`config.mk`:
```
export PLATFORM = sky130hd
export DESIGN_NAME = dm_access_unit
export DESIGN_NICKNAME = d
export VERILOG_FILES = /design/src/rtl/dm_access_unit.sv
export SDC_FILE = /design/constraint.sdc
export NUM_CORES = 1
export LEC_CHECK = 0
export ABC_CLOCK_PERIOD_IN_PS = 2400
export CORE_AREA = 2 2 266 268
export DETAILED_ROUTE_END_ITERATION = 10
export DIE_AREA = 0 0 268 270
export SETUP_SLACK_MARGIN = 0.02
export SYNTH_ARGS = -nofsm -noshare
export SYNTH_HDL_FRONTEND = slang
export SYNTH_SLANG_ARGS = --single-unit
export TNS_END_PERCENT = 10
```
`constraint.sdc`:
```
create_clock -name i_clk -period 2.4 [get_ports i_clk]
set_clock_uncertainty 0.15 [all_clocks]
set_input_delay 0.36 -clock i_clk [delete_from_list [all_inputs] [get_ports i_clk]]
set_output_delay 0.36 -clock i_clk [all_outputs]
set_load 0.01 [all_outputs]
```
`src/rtl/dm_access_unit.sv`:
```
// MEM-stage data-memory access unit: alignment check, store byte-lane steering,
// req/ack handshake with data memory and pipeline stall generation.

package dm_pkg;

  localparam int RNG_64 = 64;

  localparam logic [1:0] B  = 2'd0;
  localparam logic [1:0] HW = 2'd1;
  localparam logic [1:0] W  = 2'd2;
  localparam logic [1:0] DW = 2'd3;

  typedef struct packed {
    logic              is_valid;
    logic [RNG_64-1:0] pc;
    logic [4:0]        rd_addr;
    logic              reg_wr;
    logic              mem_rd;
    logic              mem_wr;
    logic [1:0]        mem_req_unit;
    logic [RNG_64-1:0] mem_addr;
    logic [RNG_64-1:0] mem_data;
  } interconnection_struct;

endpackage

module dm_access_unit
  import dm_pkg::*;
(
  input  logic                 i_clk,
  input  logic                 i_rst,
  input  interconnection_struct i_struct,
  input  logic                 i_flush,
  output logic                 o_dm_req,
  output logic                 o_dm_we,
  output logic [RNG_64-1:0]    o_dm_addr,
  output logic [RNG_64-1:0]    o_dm_wdata,
  output logic [7:0]           o_dm_be,
  input  logic                 i_dm_ack,
  input  logic [RNG_64-1:0]    i_dm_rdata,
  output logic                 o_stall,
  output interconnection_struct o_struct,
  output logic [RNG_64-1:0]    o_dm_data,
  output logic                 o_miss_aligned_error
);

  localparam logic [0:0] IDLE = 1'b0;
  localparam logic [0:0] WAIT = 1'b1;

  logic [0:0]            state;
  logic                  mem_op;
  logic                  is_store;
  logic                  aligned;
  logic                  accept;
  logic [2:0]            k;
  logic [7:0]            be_next;
  logic [RNG_64-1:0]     wdata_next;
  logic                  flush_seen;
  interconnection_struct req_struct;
  interconnection_struct pass_struct;
  interconnection_struct idle_bubble;
  interconnection_struct wait_bubble;
  interconnection_struct done_struct;

  assign mem_op   = i_struct.is_valid & (i_struct.mem_rd | i_struct.mem_wr) & ~i_flush;
  assign is_store = i_struct.mem_wr;
  assign k        = i_struct.mem_addr[2:0];
  assign accept   = mem_op & aligned;

  always_comb begin
    aligned = 1'b1;
    case (i_struct.mem_req_unit)
      B:       aligned = 1'b1;
      HW:      aligned = (i_struct.mem_addr[0] == 1'b0);
      W:       aligned = (i_struct.mem_addr[1:0] == 2'b00);
      default: aligned = (i_struct.mem_addr[2:0] == 3'b000);
    endcase
  end

  // Store data is shifted onto the byte lanes selected by the low address bits;
  // loads always fetch the whole doubleword and let the load controller extract.
  always_comb begin
    be_next    = 8'hFF;
    wdata_next = '0;
    if (is_store) begin
      case (i_struct.mem_req_unit)
        B: begin
          be_next    = 8'h01 << k;
          wdata_next = {56'd0, i_struct.mem_data[7:0]} << {k, 3'b000};
        end
        HW: begin
          be_next    = 8'h03 << k;
          wdata_next = {48'd0, i_struct.mem_data[15:0]} << {k, 3'b000};
        end
        W: begin
          be_next    = 8'h0F << k;
          wdata_next = {32'd0, i_struct.mem_data[31:0]} << {k, 3'b000};
        end
        default: begin
          be_next    = 8'hFF;
          wdata_next = i_struct.mem_data;
        end
      endcase
    end
  end

  always_comb begin
    pass_struct          = i_struct;
    pass_struct.is_valid = i_struct.is_valid & ~i_flush;
    idle_bubble          = i_struct;
    idle_bubble.is_valid = 1'b0;
    wait_bubble          = req_struct;
    wait_bubble.is_valid = 1'b0;
    done_struct          = req_struct;
    done_struct.is_valid = req_struct.is_valid & ~(flush_seen | i_flush);
  end

  assign o_stall = (state == IDLE) ? accept : ~i_dm_ack;

  // A flush while waiting cannot abort the bus transaction, so it is remembered
  // and only applied to the struct emitted when the ack finally arrives.
  always_ff @(posedge i_clk) begin
    if (i_rst) begin
      state                <= IDLE;
      o_dm_req             <= 1'b0;
      o_dm_we              <= 1'b0;
      o_dm_addr            <= '0;
      o_dm_wdata           <= '0;
      o_dm_be              <= '0;
      o_dm_data            <= '0;
      o_miss_aligned_error <= 1'b0;
      o_struct             <= '0;
      req_struct           <= '0;
      flush_seen           <= 1'b0;
    end else begin
      case (state)
        IDLE: begin
          o_dm_data <= '0;
          if (accept) begin
            state                <= WAIT;
            o_dm_req             <= 1'b1;
            o_dm_we              <= is_store;
            o_dm_addr            <= {i_struct.mem_addr[RNG_64-1:3], 3'b000};
            o_dm_wdata           <= wdata_next;
            o_dm_be              <= be_next;
            req_struct           <= i_struct;
            flush_seen           <= 1'b0;
            o_struct             <= idle_bubble;
            o_miss_aligned_error <= 1'b0;
          end else if (mem_op) begin
            o_struct             <= i_struct;
            o_miss_aligned_error <= 1'b1;
          end else begin
            o_struct             <= pass_struct;
            o_miss_aligned_error <= 1'b0;
          end
        end
        WAIT: begin
          o_miss_aligned_error <= 1'b0;
          if (i_dm_ack) begin
            state      <= IDLE;
            o_dm_req   <= 1'b0;
            o_struct   <= done_struct;
            o_dm_data  <= o_dm_we ? '0 : i_dm_rdata;
            flush_seen <= 1'b0;
          end else begin
            o_struct   <= wait_bubble;
            o_dm_data  <= '0;
            flush_seen <= flush_seen | i_flush;
          end
        end
        default: begin
          state <= IDLE;
        end
      endcase
    end
  end

endmodule

```
After elaboration in Yosys (flattened, before gate mapping) --
Index checks and enable logic that the tools add are counted.
Cells by class: equality and inequality tests 4, shifts and indexed selects 6, multiplexer cells 25, bitwise logic cells 12, reduce and logical (&&, ||, !) cells 5
Operators by type and width (count):
- $mux 203 | 3
- $pmux 203 s2 | 1
- $mux 64 | 3
- $pmux 64 s3 | 1
- $pmux 64 s2 | 1
- $shl 16x6->64 | 1
- $shl 32x6->64 | 1
- $shl 8x6->64 | 1
- $pmux 8 s3 | 1
- $mux 1 | 9
- $mux 8 | 1
- $pmux 1 s2 | 4
- $shl 1x3->8 const A | 1
- $shl 2x3->8 const A | 1
- $shl 4x3->8 const A | 1
- $and 1x1->1 | 5
- $not 1->1 | 5
- $logic_not 2->1 | 2
- $ne 2x2->1 const B | 2
- $reduce_and 2->1 | 2
- $logic_not 3->1 | 1
- $pmux 1 s3 | 1
- $eq 2x1->1 const B | 1
- $eq 2x2->1 const B | 1
- $or 1x1->1 | 2
Word-level totals: bits in registers 607, word-level logic and storage cells 78

Depth between registers and ports, before layout --
depth in word-level cells 6, gate-level depth with buffers 10

Worst setup path after synthesis --
OpenSTA, ideal clock, no wires.
kind input port to output port, start point in i_struct[128] in the netlist's numbering, end point out o_stall, arrival 1758 ps, data required time 1890 ps, setup slack 132 ps, cell stages on the path 7, cell sequence inv_1 -> ha_1 -> or3b_1 -> a31oi_4 -> nand2_1 -> buf_2 -> o21ai_0
Between the ends: word-level cells in the longest chain between the ends 4, elaborated cells on any way between the ends 6
Ends and longest elaborated chain:
- start, declared | RTL line 32 | input interconnection_struct i_struct,
- $eq 2x2->1, or another cell as far along | RTL line 72 | case (i_struct.mem_req_unit)
- $pmux 1 s3 (*) | RTL line 72
- $and 1x1->1 (*) | RTL line 68 | assign accept = mem_op & aligned;
- $mux 1 (*) | RTL line 118 | assign o_stall = (state == IDLE) ? accept : ~i_dm_ack;
- end, declared | RTL line 41 | output logic o_stall,
Every way passes the cells marked *; elsewhere a longest branch is shown, timed or not.

Worst setup path after layout --
start point reg state, end point out o_stall
Between the ends: word-level cells in the longest chain between the ends 1
Ends and longest elaborated chain:
- start, declared | RTL line 50 | logic [0:0] state;
- start signal, assigned | RTL line 124 | state <= IDLE;
- start signal, assigned | RTL line 140 | state <= WAIT;
- start signal, assigned | RTL line 161 | state <= IDLE;
- $mux 1 | RTL line 118
Every way passes these cells.

==> results.ini <==
[pwr]
power.ir.vdd_worst_mv = 0.533
static-leakage-power_nw = 10.9
power_density_relative_to_cell_area_nw_per_um2 = 713

[routing]
drtIter0Drc = 1143
drt-vias-per-instance = 4.73
routed-via-count = 18300
route.detailed.wl_per_inst_um = 19.9
post-route-drc-count = 0
detail_route.wirelength_mm = 77.2
dr.pass1.iters = 5
detail-route-antenna-nets = 0

[yosys]
post_synthesis_instance_total = 2263
synth.area.mux_share_pct = 10.3
synth_largest_area_cell = dfxtp_1
synth-async-reset-ratio_pct = 0
synthDistinctLibCells = 49
synth_top_family_by_area = simple AND/OR/NAND/NOR gates
synth_adder_area_share_pct = 0.306
number_of_synthesized_flops_with_an_enable_pin = 0
ys_warnings = 0
ys_seq_elements = 546
netlist_top_cells_count = dfxtp_1 (546), nand2_1 (469), nor2_1 (246)
synth_top_area_share_pct = 53.5
post_synth_main_area_contributors = dfxtp_1 (53%), mux2i_1 (10%), nand2_1 (8.6%), a21oi_1 (5.7%), nor2_1 (4.5%)
ys_dominant_reg_cell = dfxtp_1
synth-xor-area-share_pct = 0
synth_sequential_area_ratio_pct = 53.5
synth_compound_area_share_pct = 12.7
syn-mean-instance-area_um2 = 9.03
netlist_area_um2 = 20400
synth_most_common_cell = dfxtp_1
synth_simple_gate_area_share_pct = 16.8

[final_layout]
post_layout_nonfiller_instances = 3874
design.final.nets = 3154
layout.filler_cells = 6675
ratio_of_cells_with_drive_above_1_in_the_final_layout_pct = 8.00
syn_to_final_growth_pct = 48.8

[grt]
first_global_vias = 17800
grt.overflow.total = 0
grt_max_degree = 126
globalRouteTotalUtil_pct = 20.4
number_of_antenna_violations_at_the_first_check_in_global_routing = 12
grt_first_pass_wirelength_mm = 113

[place]
gpl.final_weighted_congestion = 0.881
dp.cells = 3753
dpl.hpwl_mm = 56.9
place.port_buffers = 674

[die]
site_rows = 97
io_pins = 678
initial_core_utilization_pct = 29.4
die_height_um = 270
core_area_um2 = 69500
floorplan.die_area_um2 = 72400
dieWidth_um = 268

[sta]
achievable-frequency_mhz = 427
rsz0062_at_grt = true
tightestPinTransition_ns = 1.12
layout_min_cycle_time_ns = 2.34
report.final.setup_viol = 0
relSlewSlack_pct = 25.6
slew_viol_final = 0
fin_setup_tns_ns = 0
part_of_the_cycle_the_worst_path_needs_pct = 97.7
finalHoldViolations = 0

[cts]
worst_setup_hold_path_clk_slew_ns = 0.06
clk_lat_worst_skew_ns = 0.63
cts_num_sinks = 546
cts_htree_levels = 2
cts_tree = yes
clockRootBuffer = clkbuf_16
clock_tree.buffer_depth = 3
numCtsBuffers = 60

[setup_path]
critical_path_arrival_ns = 1.83
critical_path_required_ns = 1.89
cp-end-kind = primary output
crit_slowest_cell = or3b_4
critical_path.startpoint_type = register
criticalPathCategory = register to primary output
crit_path_cell_trace = or3b_4 > a31oi_4 > nand2_4 > o21ai_2 > buf_6
crit_buf_inv = 1
critPathTopFamily = simple AND/OR/NAND/NOR gates
critPathMaxFanout = 2
critical-path-max-stage-delay_ns = 0.39

[worst_hold_path]
tightest_hold_check_type = primary input to register

[outcome]
outcome = finished, final reports clean

[flow_run]
cap_viol_max_count = 0

power by group:
part / internal, mW / switching, mW / leakage, nW
logic: 1.33 / 1.30 / 5.48
registers: 9.41 / 0.144 / 4.46
clock network: 5.57 / 3.92 / 0.985
cell families (layout without fill, tap and decap cells):
logic type                 Yosys count  after routing
buffers and inverters              251            912
muxes                              211            211
DFF                                546            546
AOI/OAI and AO/OA                  413            413
other                                1             11
adders and majority gates            5              5
and+or+nand+nor                    836            836
cells in the final DEF, fill, tap and decap left out, types with 17 or more instances in the layout:
| cell | netlist | layout |
|---|---|---|
| nand2b_1 | 18 | 18 |
| clkbuf_16 | 0 | 60 |
| dfxtp_1 | 546 | 545 |
| clkdlybuf4s50_1 | 0 | 668 |
| buf_12 | 0 | 22 |
| a21oi_1 | 233 | 232 |
| mux2i_1 | 209 | 209 |
| nand2_1 | 469 | 468 |
| a32o_1 | 17 | 17 |
| buf_4 | 84 | 95 |
| o221ai_1 | 17 | 17 |
| and2_1 | 66 | 65 |
| nor2_1 | 246 | 246 |
| o21ai_0 | 31 | 30 |
tightest hold or removal path: stages:
cell and delay, ns:
buf_2 0.14, buf_4 0.18, nand2_1 0.07, a21oi_1 0.05
sequential cells by signal (all words and copies together), names as in the netlist:
register and cells:
o_struct 203, done_struct 202, o_dm_data 64, o_dm_wdata 64
o_dm_be 8, flush_seen 1, o_dm_req 1, o_miss_aligned_error 1
req_struct 1, state 1
final timing paths:
path	endpoint	from	slack, ns	depth (start not counted)
setup / recovery	o_stall	state	0.06	5
hold / removal	done_struct[64]	i_struct[64]	0.07	4
setup reg to reg	done_struct[101]	state	0.13	9
hold reg to reg	done_struct[64]	done_struct[64]	0.30	2
through the flow:
step           setup WS, ns  hold WS [ns]  cell area [um^2]  total power [mW]  utilization (%)
5_1_grt             -0.0264        0.0677             30400              22.5             43.7
3_3_place_gp         -0.682         0.286             28300              12.3             40.7
3_5_place_dp         -0.651         0.296             28300              12.4             40.7
4_1_cts             0.00478        0.0214             30400              21.9             43.7
6_report             0.0562        0.0697             30400              21.7             43.7
2_1_floorplan         0.132         0.286             20500              10.8                -
what timing repair did:
| item | CTS | global route |
|---|---|---|
| hold buffers | 1 | 0 |
| setup endpoints to repair | 1 | 5 |
| pin swaps | 2 | 0 |
| resized for setup | 14 | 3 |
| hold endpoints to repair | 6 | 0 |
| setup buffers | 2 | 0 |
layer usage:
layer	vias to the layer above	part of all wire, %	global-route usage (%)
met5	-	0.027	0
met2	638	48	34.6
li1	8754	-	-
met4	4	3.9	8.16
met3	148	7.7	5.63
met1	8777	40	24.3
final cells by class:
cell class                 count  area (um^2)  share of cell area (%)
sequential                   546        10900                    36.0
clock buffer                  89         1740                    5.72
multi-input combinational   1468         8270                    27.2
timing repair buffer         794         7950                    26.1
inverter                       8         30.0                  0.0987
tap                          940         1180                    3.87
clock inverter                21          295                   0.971
antenna                        8         20.0                  0.0658
No activity file was read; power rests on OpenSTA's default activity.
